<file path="config.mk">
export PLATFORM = sky130hd
export DESIGN_NAME = times_table_loader
export DESIGN_NICKNAME = d
export VERILOG_FILES = /design/src/rtl/times_table_loader.sv
export SDC_FILE = /design/constraint.sdc
export NUM_CORES = 1
export LEC_CHECK = 0
export CAP_MARGIN = 10
export CORE_MARGIN = 2
export CORE_UTILIZATION = 37
export DETAILED_ROUTE_END_ITERATION = 12
export GPL_ROUTABILITY_DRIVEN = 0
export GPL_TIMING_DRIVEN = 0
export PLACE_DENSITY = 0.81
export SYNTH_ARGS = -nofsm -noshare
export SYNTH_HDL_FRONTEND = slang
export SYNTH_SLANG_ARGS = --single-unit
</file>
<file path="constraint.sdc">
create_clock -name clk -period 2.8 [get_ports clk]
set_clock_uncertainty 0.2 [all_clocks]
set_input_delay 0.56 -clock clk [delete_from_list [all_inputs] [get_ports clk]]
set_output_delay 0.56 -clock clk [all_outputs]
set_load 0.01 [all_outputs]
</file>
<file path="src/rtl/times_table_loader.sv">
// -----------------------------------------------------------------------------
// times_table_loader
//
// Purpose:
//   Fills a 64-entry AXI4-Lite times-table memory with the products a*b for
//   a,b in 0..7. It issues exactly one write per entry and keeps only one
//   write outstanding at a time. A bad write response is remembered in a
//   sticky error flag, but it does not stop the sequence.
//
// Parameters:
//   BASE_ADDR  byte address of table entry 0
//   WSTRB_VAL  byte strobe driven on every write beat
//
// Ports:
//   clk            single clock; all logic runs on the rising edge
//   rst            asynchronous, active-high reset
//   start          single-cycle load request, sampled only while idle
//   busy           high while the load is in progress (WRITE/RESP)
//   done           one-cycle pulse after the last write response
//   error          sticky; set by any non-OKAY bresp, cleared by next start
//   m_axi_aw*      write address channel (awaddr, awvalid, awready)
//   m_axi_w*       write data channel (wdata, wstrb, wvalid, wready)
//   m_axi_b*       write response channel (bresp, bvalid, bready)
// -----------------------------------------------------------------------------
module times_table_loader #(
    parameter logic [31:0] BASE_ADDR = 32'h0000_0000,
    parameter logic [3:0]  WSTRB_VAL = 4'hF
) (
    input  logic        clk,
    input  logic        rst,
    input  logic        start,
    output logic        busy,
    output logic        done,
    output logic        error,
    output logic [31:0] m_axi_awaddr,
    output logic        m_axi_awvalid,
    input  logic        m_axi_awready,
    output logic [31:0] m_axi_wdata,
    output logic [3:0]  m_axi_wstrb,
    output logic        m_axi_wvalid,
    input  logic        m_axi_wready,
    input  logic [1:0]  m_axi_bresp,
    input  logic        m_axi_bvalid,
    output logic        m_axi_bready
);

    typedef enum logic [1:0] {
        S_IDLE   = 2'd0,
        S_WRITE  = 2'd1,
        S_RESP   = 2'd2,
        S_FINISH = 2'd3
    } state_t;

    localparam logic [5:0] LAST_IDX = 6'd63;

    // Product of the two 3-bit operands packed in the entry index
    // ({a,b}, with b in the low bits). The largest result is 7*7 = 49,
    // so 6 bits are enough.
    function automatic logic [5:0] f_entry_product(input logic [5:0] idx);
        logic [5:0] v_a;
        logic [5:0] v_b;
        v_a = {3'b000, idx[5:3]};
        v_b = {3'b000, idx[2:0]};
        return v_a * v_b;
    endfunction

    // Byte address of an entry: one 32-bit word per entry above BASE_ADDR.
    // The 32-bit sum is allowed to wrap.
    function automatic logic [31:0] f_entry_addr(input logic [5:0] idx);
        return BASE_ADDR + {24'b0, idx, 2'b00};
    endfunction

    state_t     r_state;
    state_t     w_state_next;
    logic [5:0] r_idx;
    logic [5:0] w_idx_next;
    logic       r_aw_done;
    logic       w_aw_done_next;
    logic       r_w_done;
    logic       w_w_done_next;
    logic       r_error;
    logic       w_error_next;

    logic       w_aw_hs;
    logic       w_w_hs;

    // Each valid stays up only until its own handshake completes. The
    // done flags keep it low for the rest of the entry, even if the other
    // channel is still waiting.
    assign m_axi_awvalid = (r_state == S_WRITE) && !r_aw_done;
    assign m_axi_wvalid  = (r_state == S_WRITE) && !r_w_done;
    assign m_axi_bready  = (r_state == S_RESP);

    // Address and data depend only on r_idx. r_idx changes only on a B
    // handshake, so both are stable while either valid is high.
    assign m_axi_awaddr  = f_entry_addr(r_idx);
    assign m_axi_wdata   = {26'b0, f_entry_product(r_idx)};
    assign m_axi_wstrb   = WSTRB_VAL;

    assign w_aw_hs = m_axi_awvalid && m_axi_awready;
    assign w_w_hs  = m_axi_wvalid && m_axi_wready;

    assign busy  = (r_state == S_WRITE) || (r_state == S_RESP);
    assign done  = (r_state == S_FINISH);
    assign error = r_error;

    always_ff @(posedge clk or posedge rst) begin
        if (rst) begin
            r_state   <= S_IDLE;
            r_idx     <= 6'd0;
            r_aw_done <= 1'b0;
            r_w_done  <= 1'b0;
            r_error   <= 1'b0;
        end else begin
            r_state   <= w_state_next;
            r_idx     <= w_idx_next;
            r_aw_done <= w_aw_done_next;
            r_w_done  <= w_w_done_next;
            r_error   <= w_error_next;
        end
    end

    always_comb begin
        w_state_next   = r_state;
        w_idx_next     = r_idx;
        w_aw_done_next = r_aw_done;
        w_w_done_next  = r_w_done;
        w_error_next   = r_error;

        case (r_state)
            S_IDLE: begin
                if (start) begin
                    w_state_next   = S_WRITE;
                    w_idx_next     = 6'd0;
                    w_error_next   = 1'b0;
                    w_aw_done_next = 1'b0;
                    w_w_done_next  = 1'b0;
                end
            end

            S_WRITE: begin
                // AW and W may finish in either order or in the same
                // cycle. Move on once both have finished.
                w_aw_done_next = r_aw_done || w_aw_hs;
                w_w_done_next  = r_w_done || w_w_hs;
                if (w_aw_done_next && w_w_done_next) begin
                    w_state_next = S_RESP;
                end
            end

            S_RESP: begin
                // Clear the per-entry handshake flags here so the next
                // WRITE starts with both valids high.
                w_aw_done_next = 1'b0;
                w_w_done_next  = 1'b0;
                if (m_axi_bvalid) begin
                    if (m_axi_bresp != 2'b00) begin
                        w_error_next = 1'b1;
                    end
                    if (r_idx == LAST_IDX) begin
                        w_state_next = S_FINISH;
                    end else begin
                        w_idx_next   = r_idx + 6'd1;
                        w_state_next = S_WRITE;
                    end
                end
            end

            S_FINISH: begin
                w_state_next = S_IDLE;
            end

            default: begin
                w_state_next = S_IDLE;
            end
        endcase
    end

endmodule
</file>
# == Yosys cells after proc, flatten, opt, wreduce, memory -nomap -nowiden ==
# Index checks and enable logic that the tools add are counted.
# classes
n_div,0
n_lt_le_gt_ge,0
shifts,0
reduce_logical,18
bitwise_logic,0
add_sub_neg,1
n_mux,15
n_eq_ne,9
n_mul,1
# ops
operator,n
$mux 6,3
$pmux 6 s2,1
$mux 2,4
$pmux 2 s4,1
$reduce_and 4->1,2
$add 6x1->6 const B,1
$eq 6x6->1 const B,1
$mul 3x3->6,1
$ne 2x2->1 const B,3
$pmux 1 s3,2
$logic_and 1x1->1,5
$eq 2x2->1 const B,2
$ne 2x1->1 const B,2
$reduce_bool 2->1,2
$logic_or 1x1->1,3
$mux 1,3
$reduce_and 3->1,1
$reduce_bool 3->1,1
$eq 2x1->1 const B,1
$logic_not 1->1,2
$logic_not 2->1,1
$pmux 1 s2,1
$reduce_and 2->1,1
# word_totals
in_bits,8
mem_bits_ro,0
ff_bits,11
out_inout_bits,74
mem_bits_rw,0
latch_bits,0
n_memories,0

# == Depth between registers and ports, before layout ==
# logic_depth
ltp_word,7
ltp_mapped,8

# == Least setup slack after synthesis ==
# Ideal clock, no wire load.
# synth_timing
path_kind,reg-to-output
start,reg r_idx[3]
end,out m_axi_wdata[4]
path_stages_with_launch,7
arrival_time_ns,2.016
path_slack_ns,0.024
path_cell_list,dfrtp_1 -> nand2_1 -> fa_1 -> inv_1 -> ha_1 -> fa_1 -> xor2_1
# synth_between
elab_chain_cells,1
# synth_lines
item,line_no,rtl
from (decl),75,logic [5:0] r_idx;
from (signal assigned),116,r_idx <= w_idx_next;
$mul 3x3->6,64,return v_a * v_b;
to (decl),38,"output logic [31:0] m_axi_wdata,"
# Every way passes these cells.

# == Worst setup path after layout ==
# layout_timing
start,reg r_idx[3]
end,out m_axi_wdata[3]
# Same word-level chain as after synthesis.

==> impl_metrics.toml <==
[finish]
antenna_cells_inserted = 0
layout-area-overhead-vs-synth_pct = 48.4
final_layout_size_suffix_gt1_share_pct = 39.5
layout.core_utilization_pct = 57.6
finish.net_count = 259

[route]
drt_first_iter_violations = 5
routed_wl_um = 2580
drt_first_pass_iters = 4
drc = 0
drt-vias-per-instance = 3.79
drt-wirelength-per-cell_um = 9.08
total_via_count_after_detailed_routing = 1076
antenna_violating_nets_post_route = 0

[cts]
clk_pin_slew_ns = 0.07
cts_tree = "yes"
clock_insertion_delay_worst_skew_ns = 0.26
htree_num_levels = 1
cts-buffers-inserted = 3
cts.path.max_buffers = 2
clockRootBuffer = "sky130_fd_sc_hd__clkbuf_4"
numClockSinks = 11

[run_status]
status = "finished with violations"
violations = "negative setup slack"

[die]
die-area_um2 = 3990
start_util_pct = 38.8
placement_rows = 21
die_y_um = 63.2
io_pins = 82
dieWidth_um = 63.2
core_area_um2 = 3340

[pwr]
power.switching_uw = 462
ir_worst_vdd_uv = 411
part_of_the_power_in_the_clock_network_pct = 9.9
cell_internal_pwr_uw = 658
power.static_leakage_nw = 1.06
power.switching_fraction_pct = 41.2
combinationalPowerShare_pct = 66.3
power.density_nw_per_um2 = 583
pwr-share-seq_pct = 23.8

[yosys]
synth.cell_area_um2 = 1290
yosysTopAreaCellShare_pct = 32.5
ys_dominant_reg_cell = "sky130_fd_sc_hd__dfrtp_1"
count_of_flip_flops_with_a_built_in_enable_after_synthesis = 0
synth-seq-cells = 11
synthesis.yosys.warnings = 0
synthesis.instances = 148
synthMostInstantiatedCell = "sky130_fd_sc_hd__buf_4"
seq_area_frac_synth_pct = 21.3
synth_area_leader_cell = "sky130_fd_sc_hd__buf_4"
number_of_distinct_standard_cells_referenced_by_the_synthesized_netlist = 36
synth.cells.most_frequent = "sky130_fd_sc_hd__buf_4 (56), sky130_fd_sc_hd__dfrtp_1 (11), sky130_fd_sc_hd__ha_1 (10), sky130_fd_sc_hd__and2_1 (7)"
synth_top_cells_by_area = "sky130_fd_sc_hd__buf_4 (32%), sky130_fd_sc_hd__dfrtp_1 (21%), sky130_fd_sc_hd__ha_1 (9.7%)"
avgSynthCellArea_um2 = 8.75
synth-async-reset-ratio_pct = 100

[global_routing]
globalRouteMet3Util_pct = 2.86
grt_antenna_before_repair = 0
congestion_overflow_gr = 0
use_met2_pct = 25.8
globalRoute.busiestLayer = "met2"
grt_pass1_vias = 997
globalRouteMet1Util_pct = 13.0
grt_first_pass_wirelength_um = 4130
grt_max_degree = 12
global_route.usage.total_pct = 12.7

[placement]
portBuffers = 25
detailedPlacementHpwl_um = 2030

[setup_path]
critPathMaxStageDelay_ns = 0.56
worst-path-max-fanout = 2
cp_slowest_cell = "sky130_fd_sc_hd__fa_1"
worstPathCellList = "nand2_2 -> fa_1 -> inv_2 -> ha_4 -> fa_2 -> buf_6"
crit_type = "flop to primary output"
worstSetupStartpointType = "flop"
crit_path_end_kind = "primary output"
cp.arrival_ns = 2.09
critPathRequiredTime_ns = 2.04

[sta]
fin_setup_tns_ns = -0.0993
grt_setup_unrepaired = "true"
setup-violations-final = 2
achievable-frequency_ghz = 0.350
layout_setup_ws_ns = -0.0541
final.hold.worst_slack_ns = 0.297
final-max-slew-violation-count = 0
final.period_utilization_pct = 102
time_the_final_worst_path_needs_with_i_o_delays_and_setup_ns = 2.85
final_hold_viol_count = 0

[run]
max_cap_violations = 0

[min_path]
holdCritPathClass = "flop to flop"
[critical path: cells and delay by family, from the launching register on]
kind	cells	cell delay, ns
buf+inv	2	0.15
flops	1	0.37
simple gates	1	0.07
fa+ha+maj	3	1.25
[registers in the layout (all words and copies together), names as in the netlist]
| signal | count |
|---|---|
| error | 1 |
| r_idx | 6 |
| r_aw_done | 1 |
| r_state | 2 |
| r_w_done | 1 |
[per-layer routing]
layer | share of wire, % | vias to the layer above
met3 | 8.1 | 0
met5 | 0 | -
met4 | 0 | 0
li1 | - | 558
met1 | 36 | 472
met2 | 56 | 46
[metrics by stage]
step	setup slack [ns]	cells	instance area, µm²	power, mW
global route	-0.123	284	1920	1.21
finish	-0.0541	284	1920	1.12
global placement	-0.457	273	1810	0.950
CTS	-0.0847	283	1900	1.12
floorplan	0.0240	202	1500	0.746
detailed placement	-0.524	273	1810	0.964
[power by group through the flow]
stage               registers, mW  clock network (mW)  logic (mW)
finish                      0.267               0.111       0.742
CTS                         0.268               0.116       0.732
global placement            0.283                   0       0.667
floorplan                   0.278                   0       0.468
detailed placement          0.285                   0       0.680
global route                0.276               0.123       0.814
[cell families after synthesis]
kind of cell / after synthesis / share of synthesized area, %
buf+inv: 63 / 35.7
fa+ha+maj: 12 / 12.8
other cells: 2 / 0.580
mux: 1 / 0.870
xor+xnor: 1 / 0.676
flops: 11 / 21.3
compound gates: 23 / 12.7
simple gates: 35 / 15.6
[timing repair]
action	4_1_cts	5_1_grt
gates resized for setup	26	4
setup buffers	6	1
pin swaps	3	1
hold buffers	0	0
endpoints found under the setup margin	4	3
[cell type report]
type | count | area (µm²)
multi-input combinational | 128 | 801
timing repair buffer | 32 | 293
sequential | 11 | 283
fill | 322 | 1420
buffer | 58 | 443
clock buffer | 4 | 26.3
tap | 46 | 57.6
inverter | 5 | 18.8
[cells in the final DEF (no fill, tap or decap), types with 2 or more instances in the layout]
cell type,n
sky130_fd_sc_hd__and2_4,2
sky130_fd_sc_hd__nand3_1,2
sky130_fd_sc_hd__nand2_1,3
sky130_fd_sc_hd__dfrtp_1,5
sky130_fd_sc_hd__ha_1,8
sky130_fd_sc_hd__clkbuf_4,3
sky130_fd_sc_hd__buf_4,63
sky130_fd_sc_hd__buf_6,3
sky130_fd_sc_hd__clkdlybuf4s50_1,21
sky130_fd_sc_hd__and2_1,5
sky130_fd_sc_hd__inv_1,4
sky130_fd_sc_hd__ha_4,2
sky130_fd_sc_hd__a21oi_1,5
sky130_fd_sc_hd__buf_2,2
sky130_fd_sc_hd__nor2_1,6
sky130_fd_sc_hd__nor2_2,2
sky130_fd_sc_hd__conb_1,56
sky130_fd_sc_hd__nand2_2,3
sky130_fd_sc_hd__a21o_1,2
sky130_fd_sc_hd__o21ai_1,5
sky130_fd_sc_hd__o31ai_1,2
sky130_fd_sc_hd__dfrtp_2,6
sky130_fd_sc_hd__nor2b_1,4
[worst paths after layout]
path                       startpoint             end  slack, ns  cells past startpoint
min                             error           error       0.30                      1
min reg2reg                     error           error       0.30                      1
min in group asynchronous         rst        r_w_done       0.39                      2
max reg2reg                r_state[0]        r_idx[2]       0.71                      8
max in group asynchronous         rst        r_idx[2]       1.67                      2
max                          r_idx[3]  m_axi_wdata[3]      -0.05                      6
Note: power is estimated with default switching activity, not from simulation.
